File: src/rtl/hex_record_tx.sv
// ---------------------------------------------------------------------------
// hex_record_tx
//
// Reads a block of bytes from a byte-wide synchronous memory and sends it
// as ASCII Intel HEX data records (type 00), one character per handshake.
// Long blocks are split into records of at most MAX_LEN data bytes.
//
// Optional feature (compile-time macro HEX_EOF_RECORD_EN):
//   defined   -> every transfer is closed with ":00000001FF" CR LF
//   undefined -> transfer ends after the last data record (LENGTH=0 sends
//                nothing and only pulses DONE)
//
// Ports
//   CLK        in   clock, rising edge
//   CLR        in   asynchronous reset, active high
//   START      in   one-cycle request, sampled only while BUSY=0
//   BASE_ADDR  in   [15:0] first memory address, captured with START
//   LENGTH     in   [15:0] number of bytes to send, captured with START
//   MEM_ADDR   out  [15:0] memory read address (holds between reads)
//   MEM_RD     out  read strobe, MEM_DATA valid in the following cycle
//   MEM_DATA   in   [7:0] memory read data
//   TX_DATA    out  [7:0] ASCII character
//   TX_VALID   out  TX_DATA holds a character
//   TX_READY   in   sink takes the character at this rising edge
//   BUSY       out  transfer in progress
//   DONE       out  one-cycle pulse at the end of a transfer
//   DBG_STATE  out  [4:0] current FSM state (observation only)
//
// Character handshake: a character transfers on a rising edge where
// TX_VALID=1 and TX_READY=1. While TX_VALID=1 and TX_READY=0 the character
// is held unchanged for as long as the sink stalls.
// ---------------------------------------------------------------------------
module hex_record_tx #(
   parameter int MAX_LEN = 16
) (
   input  logic        CLK,
   input  logic        CLR,
   input  logic        START,
   input  logic [15:0] BASE_ADDR,
   input  logic [15:0] LENGTH,
   output logic [15:0] MEM_ADDR,
   output logic        MEM_RD,
   input  logic [7:0]  MEM_DATA,
   output logic [7:0]  TX_DATA,
   output logic        TX_VALID,
   input  logic        TX_READY,
   output logic        BUSY,
   output logic        DONE,
   output logic [4:0]  DBG_STATE
);

`ifdef HEX_EOF_RECORD_EN
   localparam logic EOF_EN = 1'b1;
`else
   localparam logic EOF_EN = 1'b0;
`endif

   typedef enum logic [4:0] {
      IDLE  = 5'd0,  COLON = 5'd1,  CNTH = 5'd2,  CNTL = 5'd3,
      ADHH  = 5'd4,  ADHL  = 5'd5,  ADLH = 5'd6,  ADLL = 5'd7,
      TYH   = 5'd8,  TYL   = 5'd9,  RD   = 5'd10, LAT  = 5'd11,
      DH    = 5'd12, DL    = 5'd13, CKH  = 5'd14, CKL  = 5'd15,
      CR    = 5'd16, LF    = 5'd17, FIN  = 5'd18
   } state_t;

   state_t      state;
   logic [15:0] addr;         // next memory address to read
   logic [15:0] remaining;    // bytes not yet assigned to a record
   logic [15:0] rec_addr;     // address field of the current record
   logic [7:0]  rec_cnt;      // count field of the current record
   logic [7:0]  rec_left;     // data bytes still to send in this record
   logic [7:0]  data_byte;
   logic [7:0]  cksum;        // running sum of emitted fields
   logic        is_eof;       // current record is the end-of-file record
   logic        eof_pending;

   logic        hs;
   logic        nxt_eof;
   logic [7:0]  nxt_cnt;
   logic [7:0]  ck_neg;

   function automatic logic [7:0] hex_chr(input logic [3:0] n);
      return (n < 4'd10) ? (8'h30 + {4'h0, n}) : (8'h37 + {4'h0, n});
   endfunction

   assign hs        = TX_VALID & TX_READY;
   // A record is opened when data remains or when only the EOF record is left.
   assign nxt_eof   = (remaining == 16'd0);
   assign nxt_cnt   = nxt_eof ? 8'd0 :
                      (remaining > 16'(MAX_LEN)) ? 8'(MAX_LEN) : remaining[7:0];
   assign ck_neg    = 8'd0 - cksum;
   assign DBG_STATE = state;

   always_ff @(posedge CLK or posedge CLR) begin
      if (CLR) begin
         state       <= IDLE;
         addr        <= 16'h0000;
         remaining   <= 16'h0000;
         rec_addr    <= 16'h0000;
         rec_cnt     <= 8'h00;
         rec_left    <= 8'h00;
         data_byte   <= 8'h00;
         cksum       <= 8'h00;
         is_eof      <= 1'b0;
         eof_pending <= 1'b0;
         MEM_ADDR    <= 16'h0000;
         MEM_RD      <= 1'b0;
         TX_DATA     <= 8'h00;
         TX_VALID    <= 1'b0;
         BUSY        <= 1'b0;
         DONE        <= 1'b0;
      end else begin
         case (state)
            IDLE: begin
               DONE <= 1'b0;
               if (START) begin
                  addr        <= BASE_ADDR;
                  remaining   <= LENGTH;
                  eof_pending <= EOF_EN;
                  BUSY        <= 1'b1;
                  state       <= (LENGTH == 16'd0 && !EOF_EN) ? FIN : COLON;
               end
            end
            COLON: begin
               if (!TX_VALID) begin
                  // First record after START: open it and present ':'.
                  rec_cnt   <= nxt_cnt;
                  rec_left  <= nxt_cnt;
                  rec_addr  <= nxt_eof ? 16'h0000 : addr;
                  is_eof    <= nxt_eof;
                  remaining <= remaining - {8'h00, nxt_cnt};
                  if (nxt_eof) eof_pending <= 1'b0;
                  TX_DATA   <= 8'h3A;
                  TX_VALID  <= 1'b1;
               end else if (hs) begin
                  cksum   <= rec_cnt;
                  TX_DATA <= hex_chr(rec_cnt[7:4]);
                  state   <= CNTH;
               end
            end
            CNTH: if (hs) begin
               TX_DATA <= hex_chr(rec_cnt[3:0]);
               state   <= CNTL;
            end
            CNTL: if (hs) begin
               cksum   <= cksum + rec_addr[15:8];
               TX_DATA <= hex_chr(rec_addr[15:12]);
               state   <= ADHH;
            end
            ADHH: if (hs) begin
               TX_DATA <= hex_chr(rec_addr[11:8]);
               state   <= ADHL;
            end
            ADHL: if (hs) begin
               cksum   <= cksum + rec_addr[7:0];
               TX_DATA <= hex_chr(rec_addr[7:4]);
               state   <= ADLH;
            end
            ADLH: if (hs) begin
               TX_DATA <= hex_chr(rec_addr[3:0]);
               state   <= ADLL;
            end
            ADLL: if (hs) begin
               cksum   <= cksum + {7'h00, is_eof};
               TX_DATA <= 8'h30;
               state   <= TYH;
            end
            TYH: if (hs) begin
               TX_DATA <= is_eof ? 8'h31 : 8'h30;
               state   <= TYL;
            end
            TYL: if (hs) begin
               if (rec_cnt != 8'd0) begin
                  TX_VALID <= 1'b0;
                  MEM_RD   <= 1'b1;
                  MEM_ADDR <= addr;
                  state    <= RD;
               end else begin
                  TX_DATA  <= hex_chr(ck_neg[7:4]);
                  state    <= CKH;
               end
            end
            RD: begin
               MEM_RD <= 1'b0;
               addr   <= addr + 16'd1;
               state  <= LAT;
            end
            LAT: begin
               data_byte <= MEM_DATA;
               cksum     <= cksum + MEM_DATA;
               TX_DATA   <= hex_chr(MEM_DATA[7:4]);
               TX_VALID  <= 1'b1;
               state     <= DH;
            end
            DH: if (hs) begin
               TX_DATA <= hex_chr(data_byte[3:0]);
               state   <= DL;
            end
            DL: if (hs) begin
               rec_left <= rec_left - 8'd1;
               if (rec_left != 8'd1) begin
                  TX_VALID <= 1'b0;
                  MEM_RD   <= 1'b1;
                  MEM_ADDR <= addr;
                  state    <= RD;
               end else begin
                  TX_DATA  <= hex_chr(ck_neg[7:4]);
                  state    <= CKH;
               end
            end
            CKH: if (hs) begin
               TX_DATA <= hex_chr(ck_neg[3:0]);
               state   <= CKL;
            end
            CKL: if (hs) begin
               TX_DATA <= 8'h0D;
               state   <= CR;
            end
            CR: if (hs) begin
               TX_DATA <= 8'h0A;
               state   <= LF;
            end
            LF: if (hs) begin
               if (remaining != 16'd0 || eof_pending) begin
                  // Next record follows without a gap.
                  rec_cnt   <= nxt_cnt;
                  rec_left  <= nxt_cnt;
                  rec_addr  <= nxt_eof ? 16'h0000 : addr;
                  is_eof    <= nxt_eof;
                  remaining <= remaining - {8'h00, nxt_cnt};
                  if (nxt_eof) eof_pending <= 1'b0;
                  TX_DATA   <= 8'h3A;
                  state     <= COLON;
               end else begin
                  TX_VALID  <= 1'b0;
                  state     <= FIN;
               end
            end
            FIN: begin
               BUSY  <= 1'b0;
               DONE  <= 1'b1;
               state <= IDLE;
            end
            default: state <= IDLE;
         endcase
      end
   end

endmodule

File: config.mk
export PLATFORM = sky130hd
export DESIGN_NAME = hex_record_tx
export DESIGN_NICKNAME = d
export VERILOG_FILES = /design/src/rtl/hex_record_tx.sv
export SDC_FILE = /design/constraint.sdc
export NUM_CORES = 1
export LEC_CHECK = 0
export ABC_AREA = 1
export BUFFER_PORTS_ARGS = -buffer_cell sky130_fd_sc_hd__buf_4
export CORE_MARGIN = 1
export CORE_UTILIZATION = 25
export DETAILED_ROUTE_END_ITERATION = 12
export HOLD_SLACK_MARGIN = 0.03
export SYNTH_ARGS = -nofsm -noshare
export SYNTH_HDL_FRONTEND = slang
export SYNTH_SLANG_ARGS = --single-unit
File: constraint.sdc
create_clock -name CLK -period 6.8 [get_ports CLK]
set_input_delay 0.34 -clock CLK [delete_from_list [all_inputs] [get_ports CLK]]
set_output_delay 0.34 -clock CLK [all_outputs]
set_load 0.03 [all_outputs]
# After elaboration in Yosys (flattened, before gate mapping)
# Cells that the tools add are included.
# word_totals
register_bits	111
in_bits	44
out_inout_bits	33
# classes
n_addsub	28
magnitude_cmp	11
eq_ne	44
mux	109
n_bitwise	1
n_reduce_logical	28
# op_table
operator	count
$mux 8	30
$mux 16	13
$add 6x4->7 const A	20
$pmux 8 s16	1
$pmux 16 s2	3
$mux 5	19
$pmux 5 s18	1
$mux 7	10
$ne 2x2->1 const B	24
$pmux 16 s3	1
$eq 5x4->1 const B	8
$lt 4x4->1 const B	10
$pmux 8 s5	1
$logic_not 16->1	2
$reduce_bool 16->1	2
$add 8x8->8	3
$pmux 8 s3	1
$eq 5x3->1 const B	4
$mux 1	20
$reduce_and 5->1	4
$reduce_and 19->1	1
$reduce_and 17->1	1
$add 16x1->16 const B	1
$gt 16x5->1 const B	1
other kinds (27)	40

# Longest topological paths before layout
# logic_depth
depth_word	7
depth_mapped	19
depth_no_buf	19

# Worst setup path after synthesis
# OpenSTA, ideal clock, no wires.
# synth_path
path_type	register to register
startpoint	register state[3], in the netlist DBG_STATE[3]
endpoint	register cksum[5]
setup_time_ns	0.120
t_arrival_ns	2.683
required_time_ns	6.680
setup_slack_ns	3.997
path_stages_with_launch	16
n_path_buf	0
synth_period_minus_slack_ns	2.803
cell_sequence	dfrtp_1 > nor2_1 > nand2_2 > nor2_1 > inv_1 > o221ai_1 > ha_1 > nand3_1 > nand3_1 > nand2_1 > nand2_1 > nand2_1 > nand2_1 > xor2_1 > o21ai_1 > nand2_1
# synth_between
elab_chain_cells	3
word_cells_on_any_way	13
classes_between	10 x eq/ne; 1 x mux; 2 x reduce/logical
# synth_rtl
item	line	source
start, declared	66	state_t state;
start signal, assigned	121	state <= (LENGTH == 16'd0 && !EOF_EN) ? FIN : COLON;
$eq 5x3->1 (tied with other cells)	113	case (state)
$reduce_bool 5->1 (no source line) / $ne 2x2->1 (equally long branches)	n/a	
$reduce_and 6->1 (no source line)	n/a	
end signal, assigned	136	cksum <= rec_cnt;
end signal, assigned	146	cksum <= cksum + rec_addr[15:8];
end signal, assigned	155	cksum <= cksum + rec_addr[7:0];
end, declared	73	logic [7:0] cksum;
# Parallel ways exist; a longest one is shown, timed or not.
# A chain may end at the register's enable or synchronous reset.

# Worst setup path after layout
# layout_path
startpoint	register remaining[5]
endpoint	register remaining[4]
# layout_between
elab_chain_cells	7
word_cells_on_any_way	13
classes_between	1 x add/sub; 1 x order compare; 1 x eq/ne; 6 x mux; 4 x reduce/logical
# layout_rtl
item	line	source
start, declared	68	logic [15:0] remaining;
start signal, assigned	131	remaining <= remaining - {8'h00, nxt_cnt};
start signal, assigned	230	remaining <= remaining - {8'h00, nxt_cnt};
$gt 16x5->1	90	(remaining > 16'(MAX_LEN)) ? 8'(MAX_LEN) : remaining[7:0];
$mux 8	90	
$mux 8	89	assign nxt_cnt = nxt_eof ? 8'd0 :
$sub 16x8->16	131, 230	
$mux 16	224	if (remaining != 16'd0 || eof_pending) begin
$mux 16	223	LF: if (hs) begin
$pmux 16 s3	113	
# Parallel ways exist; a longest one is shown, timed or not. The select of a mux whose other input is x is not followed.

==> metrics.md <==
| Metric | Value |
|---|---|
| Layout net count | 1452 |
| Min cycle time layout | between 3 and 4 ns |
| Antenna Cells | 0 |
| Clock latency at the later pin of the worst-skew pair | roughly 0.38 ns |
| Xor/xnor share of the synthesized area | 0.0105 |
| Mapped Area | 8350 sq um |
| Max Root-Sink Buffers | 2 |
| Total grt overflow | 0 |
| Sinks on the clock net | 109 |
| Crit path cell chain | nor3_1 -> nand2_1 -> nor4_1 -> nand2_1 -> ha_1 -> a21oi_1 -> o21ai_0 -> or2_2 -> nand3_1 -> o21ai_0 -> nand2_1 -> o21ai_0 |
| DR DRC count | 0 |
| CTS Root Cell | clkbuf_16 |
| Top cell family by delay on the critical path | simple AND/OR/NAND/NOR gates |
| Post-DP HPWL | between 20000 and 25000 um |
| Setup repair bufs after CTS | 0 |
| Max H-tree Level | 3 |
| RSZ-0062 raised after global routing | no |
| Slew margin rel. | 0.276 |
| Max Clk Rate | 304 MHz |
| Core area | around 33000 sq um |
| Share of cells above drive strength 1 | 0.0933 |
| Pwr Density | between 400 and 500 nW/um^2 |
| Largest net degree at the start of global routing | 62 |
| CP Capture Type | flop |
| Post-CTS sizing | 0 |
| Global-route wire length before repair | 42800 um |
| Final Hold Fails | 0 |
| Worst Skew | roughly 0.022 ns |
| Drt first pass iters | 5 |
| Vias | roughly 8500 |
| Critical path arrival | about 3.5 ns |
| CTS Buf Count | 9 |
| Total of max-cap violations | 0 |
| Max-slew violation count | 0 |
| Critical Path RT | between 7 and 8 ns |
| Starting density of the core | 0.255 |
| Post-layout util | 0.296 |
| GPL Wtd Cong | just over 0.9 |
| Post-synthesis mux area share | 0 |
| Final worst-path cycle share | 0.484 |
| Outcome | completed |
| CTS tree | yes |
| DR iter-0 viols | 668 |
| TNS Setup | 0 ns |
| Hold Crit Class | in -> async |
| Port Buffers | 75 |
| Mean cell area of the mapped netlist | ~6.3 sq um |
| Setup crit start kind | flop |
| Buf/Inv on CP | 0 |
| All-Layer GR Usage | 0.159 |
| Vias in the first global route | approximately 8200 |
| Initial antenna violation count | 0 |
| Antenna viol nets, final | 0 |
| IO Pins | just under 80 |
| Max incr delay on CP | approximately 0.6 ns |
| WL per Instance | 14.4 um |
| DIE WIDTH | ~180 um |
| CTS Hold Bufs | 0 |
| Crit-path max FO | 5 |
| Adder-Cell Fraction of Synth Area | 0.0482 |
| Post-synthesis simple-gate area fraction | 0.392 |
| Final wirelength | roughly 26000 um |
| Core Rows | 66 |
| Cell variety after synth | 41 |
| WS Path Type | reg -> reg |
| Compound-Gate Fraction of Synth Area | 0.125 |
| Die Area | 34100 sq um |
| Worst-Margin Slew | 1.08 ns |
| Synth warn | 0 |
| Clock transition at path regs | roughly 0.10 ns |
| Crit-path slowest cell | nor4_1 |
| Final setup viols | 0 |
| Die span in y | roughly 180 um |
| #FFs+latches synth | approximately 110 |
| Cells after Synth | approximately 1300 |
| Combinational family with the most area after synthesis | simple AND/OR/NAND/NOR gates |
| Leak | about 0.0049 uW |
| Peak VDD IR | about 0.19 mV |
| Register area share after synthesis | 0.327 |
| Vias per cell | ~4.7 |
| Synth-to-Final Area Change | 15.9% |
-- registers in the layout, summed over array words and instances, names as in the netlist, 5 cells and up --
register / flops
MEM_ADDR: 16
rec_left: 8
rec_cnt: 8
TX_DATA: 7
addr: 16
rec_addr: 16
remaining: 16
DBG_STATE: 5
cksum: 8
-- synthesized netlist by cell type --
| master | n | area [sq um] |
|---|---|---|
| a21oi_1 | 34 | 170 |
| nor2_1 | 132 | 495 |
| nor4_1 | 4 | 25.0 |
| buf_4 | 3 | 22.5 |
| a22oi_1 | 1 | 7.51 |
| o21ai_0 | 86 | 430 |
| fa_1 | 2 | 40.0 |
| a31oi_1 | 3 | 18.8 |
| nand3_2 | 1 | 10.0 |
| o21ai_1 | 33 | 165 |
| ha_1 | 29 | 363 |
| o22ai_1 | 6 | 37.5 |
| nand2_2 | 3 | 18.8 |
| a21boi_1 | 1 | 7.51 |
| o21a_1 | 1 | 7.51 |
| inv_4 | 1 | 6.26 |
| a21boi_0 | 1 | 7.51 |
| nand3_1 | 149 | 746 |
| a211oi_1 | 1 | 7.51 |
| inv_2 | 12 | 45.0 |
| o211ai_1 | 13 | 97.6 |
| or2_2 | 7 | 43.8 |
| inv_1 | 160 | 601 |
| nor2_2 | 6 | 37.5 |
| nand2_1 | 415 | 1560 |
| o221ai_1 | 6 | 52.6 |
| o31ai_1 | 1 | 7.51 |
| nand4_1 | 30 | 188 |
| nor3_2 | 1 | 10.0 |
| buf_2 | 14 | 70.1 |
| nor2_4 | 2 | 22.5 |
| clkbuf_1 | 15 | 56.3 |
| o2111ai_1 | 2 | 17.5 |
| nand3b_1 | 4 | 30.0 |
| o21bai_1 | 1 | 7.51 |
| buf_6 | 1 | 11.3 |
| or2_1 | 1 | 6.26 |
| conb_1 | 2 | 7.51 |
| dfrtp_1 | 109 | 2730 |
| nor3_1 | 16 | 80.1 |
| xor2_1 | 10 | 87.6 |
-- layer usage --
layer,wire length [um],vias to the layer above,GRT usage
met5,0,-,0
met4,250,0,0.0350
met3,1410,16,0.0292
met2,11800,213,0.255
met1,12700,3906,0.219
li1,-,4405,-
-- power breakdown --
| group | internal, uW | leakage (uW) | switching, uW |
|---|---|---|---|
| registers | 912 | 0.00137 | 292 |
| logic | 843 | 0.00341 | 1730 |
| clock network | 274 | 0.000158 | 311 |
| total | 2030 | 0.00495 | 2330 |
-- logic make-up after synthesis --
kind of cell             Yosys count
flip-flops                       109
adder cells (fa/ha/maj)           31
AO/OA/AOI/OAI                    190
other                              2
AND/OR/NAND/NOR                  771
XOR/XNOR                          10
buffers and inverters            206
-- final timing paths --
check	from	cells after the start	to	slack, ns
max in group asynchronous	CLR	3	rec_left[6]	5.47
max	remaining[5]	12	remaining[4]	3.51
min	CLR	2	MEM_ADDR[12]	0.04
min reg2reg	TX_DATA[6]	2	TX_DATA[6]	0.48
max reg2reg	remaining[5]	12	remaining[4]	3.51
min in group CLK	BASE_ADDR[13]	3	addr[13]	0.20
-- cells in the final DEF, fill, tap and decap left out, drive strengths merged --
cell,count
a31oi,3
a21oi,34
dfrtp,109
ha,29
xor2,10
nor4,4
o21ai,119
o22ai,6
a22oi,1
a211oi,1
inv,177
o211ai,13
o31ai,1
nor2,140
or2,8
o221ai,6
clkinv,3
nand3b,4
clkbuf,9
nand3,150
nor3,17
a21boi,2
o2111ai,2
nand2,418
buf,78
nand4,30
fa,2
o21a,1
conb,4
o21bai,1
-- worst reg2reg max path: cells and delay by family (launching register included) --
| family | cells | cell delay, ns |
|---|---|---|
| AOI/OAI and AO/OA | 4 | 0.58 |
| adders and majority gates | 1 | 0.40 |
| DFF | 1 | 0.40 |
| and+or+nand+nor | 7 | 1.77 |
-- layout make-up --
cell class              instances  area, sq um
fillers                      3696        23000
multi-input cells            1006         4820
flip-flops and latches        109         2730
inverters                     173          654
repair buffers                 78          586
well taps                     442          553
clock buffers                   9          225
clock inverters                 7          104
-- per-stage QoR --
stage	hold slack, ns	setup slack (ns)	std cells	total power (uW)	cell area (sq um)
3_5_place_dp	0.467	3.53	1808	3770	9350
2_1_floorplan	0.469	3.59	1321	3060	8360
4_1_cts	0.0702	3.48	1824	4370	9670
6_report	0.0389	3.51	1824	4360	9670
3_3_place_gp	0.468	3.65	1808	3740	9350
5_1_grt	0.0915	3.01	1824	4790	9670
Power figures use the tool's default switching activity.
